`src/rtl/store_alignment_pkg.sv`:
```
// Shared types and constants for the store alignment path.
// The misaligned-split build option is STORE_MISALIGNED_SPLIT_EN.
package store_alignment_pkg;

   localparam int XLEN = 32;

   localparam logic [2:0] FUNCT3_SB = 3'b000;
   localparam logic [2:0] FUNCT3_SH = 3'b001;
   localparam logic [2:0] FUNCT3_SW = 3'b010;

   // Lane span of a shifted store: two words when splitting, otherwise one.
`ifdef STORE_MISALIGNED_SPLIT_EN
   localparam int LANE_BYTES = 8;
`else
   localparam int LANE_BYTES = 4;
`endif

   typedef enum logic [1:0] {
      ST_IDLE  = 2'd0,
      ST_BEAT0 = 2'd1,
      ST_BEAT1 = 2'd2
   } st_e;

   // Unshifted byte mask of a store; zero marks an illegal funct3.
   function automatic logic [3:0] width_mask(input logic [2:0] funct3);
      logic [3:0] m;
      case (funct3)
         FUNCT3_SB: m = 4'b0001;
         FUNCT3_SH: m = 4'b0011;
         FUNCT3_SW: m = 4'b1111;
         default:   m = 4'b0000;
      endcase
      return m;
   endfunction

endpackage

```
`src/rtl/store_lane_gen.sv`:
```
// Combinational lane mask / data shifter for one store request.
// Upper-word lanes exist only when STORE_MISALIGNED_SPLIT_EN is defined.
module store_lane_gen
   import store_alignment_pkg::*;
(
   input  logic [2:0]                funct3,
   input  logic [1:0]                sft,
   input  logic [XLEN-1:0]           data,
   output logic [LANE_BYTES-1:0]     mask8,
   output logic [8*LANE_BYTES-1:0]   wide64,
   output logic                      misaligned,
   output logic                      illegal
);

   logic [3:0]      wmask;
   logic [XLEN-1:0] data_m;

   assign wmask  = width_mask(funct3);
   assign data_m = data & {{8{wmask[3]}}, {8{wmask[2]}}, {8{wmask[1]}}, {8{wmask[0]}}};

   always_comb begin
      illegal    = (wmask == 4'b0000);
      mask8      = LANE_BYTES'(wmask) << sft;
      wide64     = (8*LANE_BYTES)'(data_m) << {sft, 3'b000};
      misaligned = ((funct3 == FUNCT3_SH) && (sft == 2'd3)) ||
                   ((funct3 == FUNCT3_SW) && (sft != 2'd0));
   end

endmodule

```
`src/rtl/store_alignment.sv`:
```
// Store alignment: turns byte-addressed stores into word writes with byte enables.
// STORE_MISALIGNED_SPLIT_EN enables two-beat issue of word-crossing stores.
//
// state    | meaning
// ST_IDLE  | no beat pending
// ST_BEAT0 | first (or only) beat presented on mem_*
// ST_BEAT1 | second beat of a split store presented on mem_*
module store_alignment
   import store_alignment_pkg::*;
(
   input  logic              clk,
   input  logic              rst,
   input  logic              st_valid,
   output logic              st_ready,
   input  logic [2:0]        st_funct3,
   input  logic [XLEN-1:0]   st_adr,
   input  logic [XLEN-1:0]   st_data,
   output logic              st_err,
   output logic              mem_valid,
   input  logic              mem_ready,
   output logic [XLEN-3:0]   mem_adr,
   output logic [3:0]        mem_wea,
   output logic [XLEN-1:0]   mem_din
);

   st_e               state_q, state_d;
   logic              mem_valid_q, mem_valid_d;
   logic [XLEN-3:0]   mem_adr_q, mem_adr_d;
   logic [3:0]        mem_wea_q, mem_wea_d;
   logic [XLEN-1:0]   mem_din_q, mem_din_d;
   logic              st_err_q, st_err_d;

   logic [LANE_BYTES-1:0]   mask8;
   logic [8*LANE_BYTES-1:0] wide64;
   logic                    misaligned;
   logic                    illegal;
   logic                    last_beat;
   logic                    accept;
   logic                    drop;

   store_lane_gen u_lane_gen (
      .funct3     (st_funct3),
      .sft        (st_adr[1:0]),
      .data       (st_data),
      .mask8      (mask8),
      .wide64     (wide64),
      .misaligned (misaligned),
      .illegal    (illegal)
   );

`ifdef STORE_MISALIGNED_SPLIT_EN
   logic              split_q, split_d;
   logic [3:0]        hi_wea_q, hi_wea_d;
   logic [XLEN-1:0]   hi_din_q, hi_din_d;

   assign last_beat = (state_q == ST_BEAT1) || ((state_q == ST_BEAT0) && !split_q);
   assign drop      = illegal;
`else
   assign last_beat = (state_q == ST_BEAT0);
   assign drop      = illegal || misaligned;
`endif

   assign st_ready  = (state_q == ST_IDLE) || (mem_ready && last_beat);
   assign accept    = st_valid && st_ready;

   always_comb begin
      state_d     = state_q;
      mem_valid_d = mem_valid_q;
      mem_adr_d   = mem_adr_q;
      mem_wea_d   = mem_wea_q;
      mem_din_d   = mem_din_q;
      st_err_d    = accept && drop;
`ifdef STORE_MISALIGNED_SPLIT_EN
      split_d     = split_q;
      hi_wea_d    = hi_wea_q;
      hi_din_d    = hi_din_q;
`endif

      if (mem_valid_q && mem_ready) begin
         state_d     = ST_IDLE;
         mem_valid_d = 1'b0;
         mem_wea_d   = 4'b0000;
`ifdef STORE_MISALIGNED_SPLIT_EN
         if ((state_q == ST_BEAT0) && split_q) begin
            state_d     = ST_BEAT1;
            mem_valid_d = 1'b1;
            mem_adr_d   = mem_adr_q + 1'b1;
            mem_wea_d   = hi_wea_q;
            mem_din_d   = hi_din_q;
            split_d     = 1'b0;
         end
`endif
      end

      // A new request only wins here when the current beat is the last one.
      if (accept && !drop) begin
         state_d     = ST_BEAT0;
         mem_valid_d = 1'b1;
         mem_adr_d   = st_adr[XLEN-1:2];
         mem_wea_d   = mask8[3:0];
         mem_din_d   = wide64[31:0];
`ifdef STORE_MISALIGNED_SPLIT_EN
         split_d     = misaligned;
         hi_wea_d    = mask8[7:4];
         hi_din_d    = wide64[63:32];
`endif
      end
   end

   always_ff @(posedge clk) begin
      if (rst) begin
         state_q     <= ST_IDLE;
         mem_valid_q <= 1'b0;
         mem_adr_q   <= '0;
         mem_wea_q   <= 4'b0000;
         mem_din_q   <= '0;
         st_err_q    <= 1'b0;
`ifdef STORE_MISALIGNED_SPLIT_EN
         split_q     <= 1'b0;
         hi_wea_q    <= 4'b0000;
         hi_din_q    <= '0;
`endif
      end else begin
         state_q     <= state_d;
         mem_valid_q <= mem_valid_d;
         mem_adr_q   <= mem_adr_d;
         mem_wea_q   <= mem_wea_d;
         mem_din_q   <= mem_din_d;
         st_err_q    <= st_err_d;
`ifdef STORE_MISALIGNED_SPLIT_EN
         split_q     <= split_d;
         hi_wea_q    <= hi_wea_d;
         hi_din_q    <= hi_din_d;
`endif
      end
   end

   assign mem_valid = mem_valid_q;
   assign mem_adr   = mem_adr_q;
   assign mem_wea   = mem_wea_q;
   assign mem_din   = mem_din_q;
   assign st_err    = st_err_q;

endmodule

```
`config.mk`:
```
export PLATFORM = sky130hd
export DESIGN_NAME = store_alignment
export DESIGN_NICKNAME = d
export VERILOG_FILES = /design/src/rtl/store_alignment_pkg.sv /design/src/rtl/store_lane_gen.sv /design/src/rtl/store_alignment.sv
export SDC_FILE = /design/constraint.sdc
export NUM_CORES = 1
export LEC_CHECK = 0
export BUFFER_PORTS_ARGS = -buffer_cell sky130_fd_sc_hd__buf_2
export CORE_MARGIN = 1
export CORE_UTILIZATION = 42
export DETAILED_ROUTE_END_ITERATION = 10
export HOLD_SLACK_MARGIN = 0.12
export PLACE_DENSITY = 0.76
export SKIP_LAST_GASP = 1
export SLEW_MARGIN = 10
export SYNTH_ARGS = -nofsm -noshare
export SYNTH_HDL_FRONTEND = slang
export SYNTH_SLANG_ARGS = --single-unit
```
`constraint.sdc`:
```
create_clock -name clk -period 1.5 [get_ports clk]
set_input_delay 0.075 -clock clk [delete_from_list [all_inputs] [get_ports clk]]
set_output_delay 0.075 -clock clk [all_outputs]
set_load 0.05 [all_outputs]
```
==> results of run 1 <==
## layout by cell type (no fill, tap or decap), types with 2 or more instances in the layout
cell type                       instances
sky130_fd_sc_hd__a211oi_1              10
sky130_fd_sc_hd__a21oi_1               41
sky130_fd_sc_hd__a221oi_1               8
sky130_fd_sc_hd__a22o_1                 8
sky130_fd_sc_hd__a2bb2oi_1              8
sky130_fd_sc_hd__and3_1                 8
sky130_fd_sc_hd__buf_12                 4
sky130_fd_sc_hd__buf_2                139
sky130_fd_sc_hd__buf_4                 14
sky130_fd_sc_hd__clkbuf_8               9
sky130_fd_sc_hd__clkinv_2               2
sky130_fd_sc_hd__clkinv_4               2
sky130_fd_sc_hd__dfxtp_1               67
sky130_fd_sc_hd__dlygate4sd3_1         49
sky130_fd_sc_hd__inv_1                  2
sky130_fd_sc_hd__inv_6                  2
sky130_fd_sc_hd__mux2i_1                8
sky130_fd_sc_hd__nand2_1               13
sky130_fd_sc_hd__nand2b_1               8
sky130_fd_sc_hd__nand3_1               32
sky130_fd_sc_hd__nand4_1                8
sky130_fd_sc_hd__nor2_1                 4
sky130_fd_sc_hd__o211ai_1               2
sky130_fd_sc_hd__o21a_1                 2
sky130_fd_sc_hd__o21ai_0               59
sky130_fd_sc_hd__o2bb2ai_2              8
## how the worst min path moves through the flow
stage / start / to / cells after the start
2_1_floorplan: st_data[6] / mem_din[6]$_SDFFE_PP0P_ / 1
3_3_place_gp: st_adr[22] / mem_adr[20]$_SDFFE_PP0P_ / 3
3_5_place_dp: st_adr[13] / mem_adr[11]$_SDFFE_PP0P_ / 3
4_1_cts: st_data[17] / mem_din[17]$_SDFFE_PP0P_ / 4
5_1_grt: st_funct3[2] / st_err$_SDFF_PP0_ / 3
6_report: st_data[23] / mem_din[23]$_SDFFE_PP0P_ / 4
## per-layer routing
metal | share of wire (%) | up-vias
li1 | - | 1673
met4 | 2.0 | 0
met3 | 6.5 | 19
met1 | 42 | 1617
met5 | 0 | -
met2 | 49 | 149
## synthesized netlist by cell type (2+ instances only)
library cell / number
sky130_fd_sc_hd__dfxtp_1: 68
sky130_fd_sc_hd__o21ai_0: 59
sky130_fd_sc_hd__a21oi_1: 41
sky130_fd_sc_hd__nand3_1: 32
sky130_fd_sc_hd__clkbuf_1: 22
sky130_fd_sc_hd__nand2_1: 13
sky130_fd_sc_hd__a211oi_1: 10
sky130_fd_sc_hd__and3_1: 9
sky130_fd_sc_hd__buf_2: 9
sky130_fd_sc_hd__nand2b_1: 9
sky130_fd_sc_hd__a221oi_1: 8
sky130_fd_sc_hd__a22o_1: 8
sky130_fd_sc_hd__a2bb2oi_1: 8
sky130_fd_sc_hd__mux2i_1: 8
sky130_fd_sc_hd__nand4_1: 8
sky130_fd_sc_hd__o2bb2ai_2: 8
sky130_fd_sc_hd__nor2_1: 4
sky130_fd_sc_hd__buf_4: 2
sky130_fd_sc_hd__buf_6: 2
sky130_fd_sc_hd__inv_1: 2
sky130_fd_sc_hd__o211ai_1: 2
sky130_fd_sc_hd__o21a_1: 2
## power groups by stage
stage	registers [mW]	logic, mW	clock network (mW)
finish	1.89	0.925	1.53
global route	1.90	0.982	1.61
CTS	1.89	0.909	1.55
detailed placement	1.93	0.809	0
global placement	1.93	0.797	0
floorplan	2.14	0.334	0
## stage by stage
| step | cell area (um2) | hold WS (ns) | power [mW] | setup slack (ns) |
|---|---|---|---|---|
| after floorplan | 3110 | 0.208 | 2.47 | -0.0235 |
| after global placement | 3950 | 0.328 | 2.73 | 0.0424 |
| after detailed placement | 3950 | 0.333 | 2.74 | -0.0575 |
| after CTS | 4640 | 0.129 | 4.35 | 0.0634 |
| after global routing | 4640 | 0.170 | 4.49 | 0.0142 |
| final | 4640 | 0.147 | 4.34 | 0.0557 |
## flip-flops by register name, indices dropped and copies added (netlist names)
name	cells
mem_adr	30
mem_din	32
mem_wea	4
st_err	1
state_q	1
## worst max-delay path, stage by stage (launching register included)
cell and delay (ns):
sky130_fd_sc_hd__dfxtp_4 0.36, sky130_fd_sc_hd__nand2b_4 0.08, sky130_fd_sc_hd__nand2_1 0.11, sky130_fd_sc_hd__or4_1 0.50
sky130_fd_sc_hd__buf_6 0.17, sky130_fd_sc_hd__o2bb2ai_2 0.14
## cells by family after synthesis
kind of cell | share of synthesized area, %
AO/OA/AOI/OAI | 32.6
AND/OR/NAND/NOR | 14.5
flip-flops | 44.3
buffers and inverters | 5.74
multiplexers | 2.61
XOR/XNOR | 0.285
## repair_timing
item / CTS / global route
hold buffers: 49 / 0
endpoints found under the setup margin: 0 / 4
endpoints found under the hold margin: 50 / 0
gates resized for setup: 0 / 1
## cell type report
cell class                 instances  area, um2
inverter                           2       7.51
tap                               96        120
fill                             551       2300
clock inverter                     7       75.1
timing repair buffer             207       1380
multi-input combinational        244       1570
clock buffer                       9        124
sequential                        68       1370
==> run summary, run 1 <==
- 0 — DRC Markers
- 5 — r2r worst-path depth
- 0 — Yosys warning total
- input port to flop — Hold/Removal Path Class
- finished clean — status
- flop — Critical Path Start Type
- sky130_fd_sc_hd__dfxtp_1 — most area-hungry cell type in the Yosys netlist
- 44.3% — fraction of synthesized cell area taken by the top area cell type
- mem_din[17]$_SDFFE_PP0P_ — endpoint of the lowest-slack register-to-register path
- 421 — net count of the mapped netlist
- 139 — count of input and output buffers
- 3231 — number of global-route vias before repair
- 9 — CTS Buf Count
- 1.35 mW — power spent charging and discharging nets
- 4.81% — met3 Usage GRT
- 66.8% — end-of-flow core utilization
- 50 — largest net degree at the start of global routing
- 140 — number of I/O pins
- 30 — # rows
- 87.5 um — die width
- 0 — gr ovfl total
- 0 — post-detailed-route count of antenna-violating nets
- 35.1% — power share of the clock group
- 5.46 — Via-to-Cell Ratio
- 0 — post-CTS setup-driven buffer insertion count
- 44.3% — Starting Density
- flop — endpoint class of the critical path
- 51.1% — synthesis-to-layout area growth
- 0.00531 ns — worst setup skew after layout
- 3070 um2 — cell area after technology mapping
- 0.826 — gp weighted congestion
- mem_din[17]$_SDFFE_PP0P_ — last element of the critical path
- 2.99 mW — internal portion of total power
- 2.04 nW — leakage power summed over all cells
- 0 — number of hold violations in the final report
- 568 — count of placed standard cells including taps
- 43.7% — met2 Usage GRT
- 0.06 ns — register-to-register path setup slack
- 0 ns — Setup Total Neg Slack
- 936 nW/um2 — cell area power density
- 35.8% — fraction of final layout cells sized beyond drive strength 1
- 96.3% — Final Cycle Share
- 5 — first-pass iteration count of the detailed router
- sky130_fd_sc_hd__dfxtp_1 — top_reg_cell synth
- 25.6% — global-route usage over all layers
- sky130_fd_sc_hd__dfxtp_1, sky130_fd_sc_hd__o21ai_0, sky130_fd_sc_hd__a21oi_1 — leading cell types by total area after synthesis
- 0.545 mV — peak supply drop
- 2 — maximum root-to-sink buffer count
- sky130_fd_sc_hd__clkbuf_8 — Clock Root Buffer
- flop to flop — start-to-end type of the worst setup path
- 68 — Num Clock Sinks
- built — TritonCTS clock tree
- 87.5 um — DIE HEIGHT
- 6.47 mm — Post-DP HPWL
- 1.78 ns — WP data required
- 0 — max_cap viols
- 31.2% — met1 demand-to-capacity share in global routing
- 1.44 ns — final critical delay including setup and external delays
- 44.3% — share of synthesized area occupied by flip-flops and latches
- 31.2% — net switching fraction of the power
- 0 — count of flip-flops with a built-in enable after synthesis
- 350 — gate count of the mapped netlist
- met2 — Most Crowded Layer GR
- 43.3% — worst-case headroom to the max-slew limit
- 0.08 ns — clock transition at the register clock pins on the worst setup and hold paths after CTS
- 8 — critical path peak fanout
- state_q[0]$_SDFFE_PP0P_ — startpoint of the worst-slack reg-to-reg timing path
- no — RSZ-0062 raised after global routing
- 3 — number of levels the H-tree was split into
- 68 — Synth Register Bits
- 692 MHz — maximum clock frequency
- 0.35 ns — later-pin clock latency in the skew report
- 38 — count of different cell masters after synthesis
- 0% — fraction of synthesis flops using an asynchronous set or reset pin
- 0 — Setup violations, final
- 603 — number of nets in the layout
- 9.99 mm — aggregate routed wire length
- 7660 um2 — Die Outline Area
- 8.78 um2 — syn avg cell area
- 6940 um2 — placeable core region
- 0 — number of pins exceeding their max-slew limit in the final report
- 43.6% — proportion of power drawn by flip-flops and latches
- 3458 — number of vias after detailed routing
- 225 — DR iter-0 viols
- 1.73 ns — CP arrival
- 0.845 ns — Worst Max-Slew Pin Slew
- 15.8 um — average wire per standard cell
- 21.3% — part of the power in combinational logic
- 633 — number of cells in the finished layout apart from fillers
- state_q[0]$_SDFFE_PP0P_ — Crit. Startpoint
- 15.3 mm — first-pass GRT wire length
- 0 — number of antenna violations at the first check in global routing
- 0 — antenna diode count
Note: power is estimated with default switching activity, not from simulation.
==> inputs of run 2 (changes only) <==
--- a/constraint.sdc
+++ b/constraint.sdc
@@ -3,2 +3,2 @@
 set_output_delay 0.075 -clock clk [all_outputs]
-set_load 0.05 [all_outputs]
+set_load 0.1 [all_outputs]
==> run 2 against run 1 <==
Compared with the run above:
- global-route usage grew 0.11 points
- cell area is 1.5% higher
- sequential power about the same
- worst setup slack better by 0.013 ns
- clock power about the same
- combinational power grew 24%
- critical path depth stayed put
- maximum frequency rose by 0.92%
- via count increased by 1.6%
- critical path type is now input port to flop
- largest cell class unchanged
- highest routed layer unchanged
==> run summary, run 2 (synthesis results as in run 1) <==
- finished clean — status, unchanged
- sky130_fd_sc_hd__buf_2, sky130_fd_sc_hd__dfxtp_1, sky130_fd_sc_hd__o21ai_0, sky130_fd_sc_hd__dlygate4sd3_1, sky130_fd_sc_hd__a21oi_1 — most frequent cells in the layout, was sky130_fd_sc_hd__buf_2, sky130_fd_sc_hd__dfxtp_1, sky130_fd_sc_hd__o21ai_0
- 699 MHz — maximum clock frequency, was 692 MHz
- 25.7% — global-route usage over all layers, was 25.6%
- 0 — antenna diode count, unchanged
- 0.07 ns — clock transition at the register clock pins on the worst setup and hold paths after CTS, was 0.08 ns
- state_q[0]$_SDFFE_PP0P_ — startpoint of the worst-slack reg-to-reg timing path, unchanged
- 0 — number of antenna violations at the first check in global routing, unchanged
- 2.04 nW — leakage power summed over all cells, about the same
- 0 — gr ovfl total, unchanged
- input port — Critical Path Start Type, was flop
- 1.70 ns — CP arrival, was 1.73 ns
- 0 — post-CTS setup-driven buffer insertion count, unchanged
- 0.00816 ns — worst setup skew after layout, was 0.00531 ns
- 3514 — number of vias after detailed routing, was 3458
- 7660 um2 — Die Outline Area, unchanged
- 3 — number of levels the H-tree was split into, unchanged
- 0.141 ns — final worst hold slack, was 0.147 ns
- input port to flop — start-to-end type of the worst setup path, was flop to flop
- 3211 — number of global-route vias before repair, was 3231
- 68 — Num Clock Sinks, unchanged
- 1370 um2 — total area of sequential cells, unchanged
- 15.2 mm — first-pass GRT wire length, was 15.3 mm
- 42.8% — met2 Usage GRT, was 43.7%
- 9.91 mm — aggregate routed wire length, was 9.99 mm
- 0 — max_cap viols, unchanged
- 0 — DRC Markers, unchanged
- 0.707 mV — peak supply drop, was 0.545 mV
- 6.65 mm — Post-DP HPWL, was 6.47 mm
- 0.937 — gp weighted congestion, was 0.826
- 1.43 ns — final critical delay including setup and external delays, was 1.44 ns
- no — RSZ-0062 raised after global routing, unchanged
- 576 — count of fill cells added during filler insertion, was 551
- sky130_fd_sc_hd__clkbuf_8 — Clock Root Buffer, unchanged
- 15.6 um — average wire per standard cell, was 15.8 um
- 154 — DR iter-0 viols, was 225
- 87.5 um — DIE HEIGHT, unchanged
- 95.4% — Final Cycle Share, was 96.3%
- 0 — post-detailed-route count of antenna-violating nets, unchanged
- input port to flop — Hold/Removal Path Class, unchanged
- sky130_fd_sc_hd__buf_2 — most common cell after layout, fill and taps aside, unchanged
- 2 — maximum root-to-sink buffer count, unchanged
- 0 — number of hold violations in the final report, unchanged
- 0 — Setup violations, final, unchanged
- 39.0% — fraction of final layout cells sized beyond drive strength 1, was 35.8%
- 9 — CTS Buf Count, unchanged
- 0.818 ns — Worst Max-Slew Pin Slew, was 0.845 ns
- mem_din[16]$_SDFFE_PP0P_ — last element of the critical path, was mem_din[17]$_SDFFE_PP0P_
- 6.03% — met3 Usage GRT, was 4.81%
- 1650 um2 — multi-input combinational cell area, was 1570 um2
- 1.77 ns — WP data required, was 1.78 ns
- 32.5% — met1 demand-to-capacity share in global routing, was 31.2%
- 6940 um2 — placeable core region, unchanged
- 4.61 mW — total power after layout, was 4.34 mW
- 45.1% — worst-case headroom to the max-slew limit, was 43.3%
- 0.34 ns — later-pin clock latency in the skew report, was 0.35 ns
- 53.3% — synthesis-to-layout area growth, was 51.1%
- mem_wea[0]$_SDFFE_PP0P_ — endpoint of the lowest-slack register-to-register path, was mem_din[17]$_SDFFE_PP0P_
- 0 — number of pins exceeding their max-slew limit in the final report, unchanged
- 0.08 ns — register-to-register path setup slack, was 0.06 ns
- 4 — r2r worst-path depth, was 5
- flop — endpoint class of the critical path, unchanged
- 604 — number of nets in the layout, was 603
- 5 — first-pass iteration count of the detailed router, unchanged
- 10 — critical path peak fanout, was 8
- met2 — Most Crowded Layer GR, unchanged
- 87.5 um — die width, unchanged
- built — TritonCTS clock tree, unchanged
- 139 — count of input and output buffers, unchanged
- 30 — # rows, unchanged
- 45 — largest net degree at the start of global routing, was 50
- 979 nW/um2 — cell area power density, was 936 nW/um2
- 140 — number of I/O pins, unchanged
- rst — Crit. Startpoint, was state_q[0]$_SDFFE_PP0P_
- 5.54 — Via-to-Cell Ratio, was 5.46
- 44.3% — Starting Density, unchanged
- 32 — max reg flops, unchanged
-- run 2: changes by cell type in the layout (fill, tap and decap cells not counted), moves of 2 or more --
cell / change
sky130_fd_sc_hd__nand3_1: -12
sky130_fd_sc_hd__nand3_2: +12
sky130_fd_sc_hd__o21ai_0: -9
sky130_fd_sc_hd__o21ai_1: +9
sky130_fd_sc_hd__a21oi_1: -5
sky130_fd_sc_hd__a21oi_2: +5
sky130_fd_sc_hd__buf_12: -3
sky130_fd_sc_hd__buf_4: +3
sky130_fd_sc_hd__clkinv_2: -2
sky130_fd_sc_hd__clkinvlp_4: +2
-- run 2: cell type report --
cell class	count	share of cell area (%)
clock buffer	10	2.92
clock inverter	6	1.51
inverter	2	0.159
multi-input combinational	244	35.1
sequential	68	29.0
tap	96	2.55
timing repair buffer	208	28.8
-- run 2: critical path, stage by stage --
cell and delay, ns:
sky130_fd_sc_hd__dlygate4sd3_1 0.55, sky130_fd_sc_hd__buf_2 0.21, sky130_fd_sc_hd__or4_1 0.51, sky130_fd_sc_hd__buf_4 0.20, sky130_fd_sc_hd__o2bb2ai_2 0.15
-- run 2: stage by stage --
stage | cell area [um2] | TNS [ns] | utilization (%) | setup slack, ns | instances
after floorplan | 3220 | -12.74 | - | -0.253 | 350
after CTS | 4700 | 0 | 67.7 | 0.0562 | 634
after global routing | 4710 | 0 | 67.8 | 0.00528 | 634
after detailed placement | 3990 | -0.0310 | 57.5 | -0.0259 | 568
after global placement | 3990 | 0 | 57.5 | 0.0550 | 568
final | 4710 | 0 | 67.8 | 0.0689 | 634
-- run 2: where the power goes --
group,leakage [nW],internal (mW),switching [mW]
clock network,0.0991,0.824,0.736
registers,0.553,1.86,0.0336
logic,1.39,0.344,0.809
-- run 2: timing repair --
action	4_1_cts	5_1_grt
gates resized for setup	0	2
setup endpoints to repair	0	8
hold endpoints to repair	54	0
hold buffers	50	0
-- run 2: worst min path at each step --
stage | startpoint | to | slack [ns] | cells past startpoint
detailed placement | st_adr[18] | mem_adr[16]$_SDFFE_PP0P_ | 0.34 | 3
global placement | st_adr[8] | mem_adr[6]$_SDFFE_PP0P_ | 0.33 | 3
global route | st_data[21] | mem_din[21]$_SDFFE_PP0P_ | 0.14 | 4
finish | st_data[17] | mem_din[17]$_SDFFE_PP0P_ | 0.14 | 4
CTS | st_data[17] | mem_din[17]$_SDFFE_PP0P_ | 0.13 | 4
floorplan | st_data[6] | mem_din[6]$_SDFFE_PP0P_ | 0.21 | 1
-- run 2: layer usage --
metal | share of wire (%) | routed length, um
met1 | 43 | 4290
met4 | 2.8 | 280
met3 | 5.8 | 574
met5 | 0 | 0
met2 | 48 | 4760
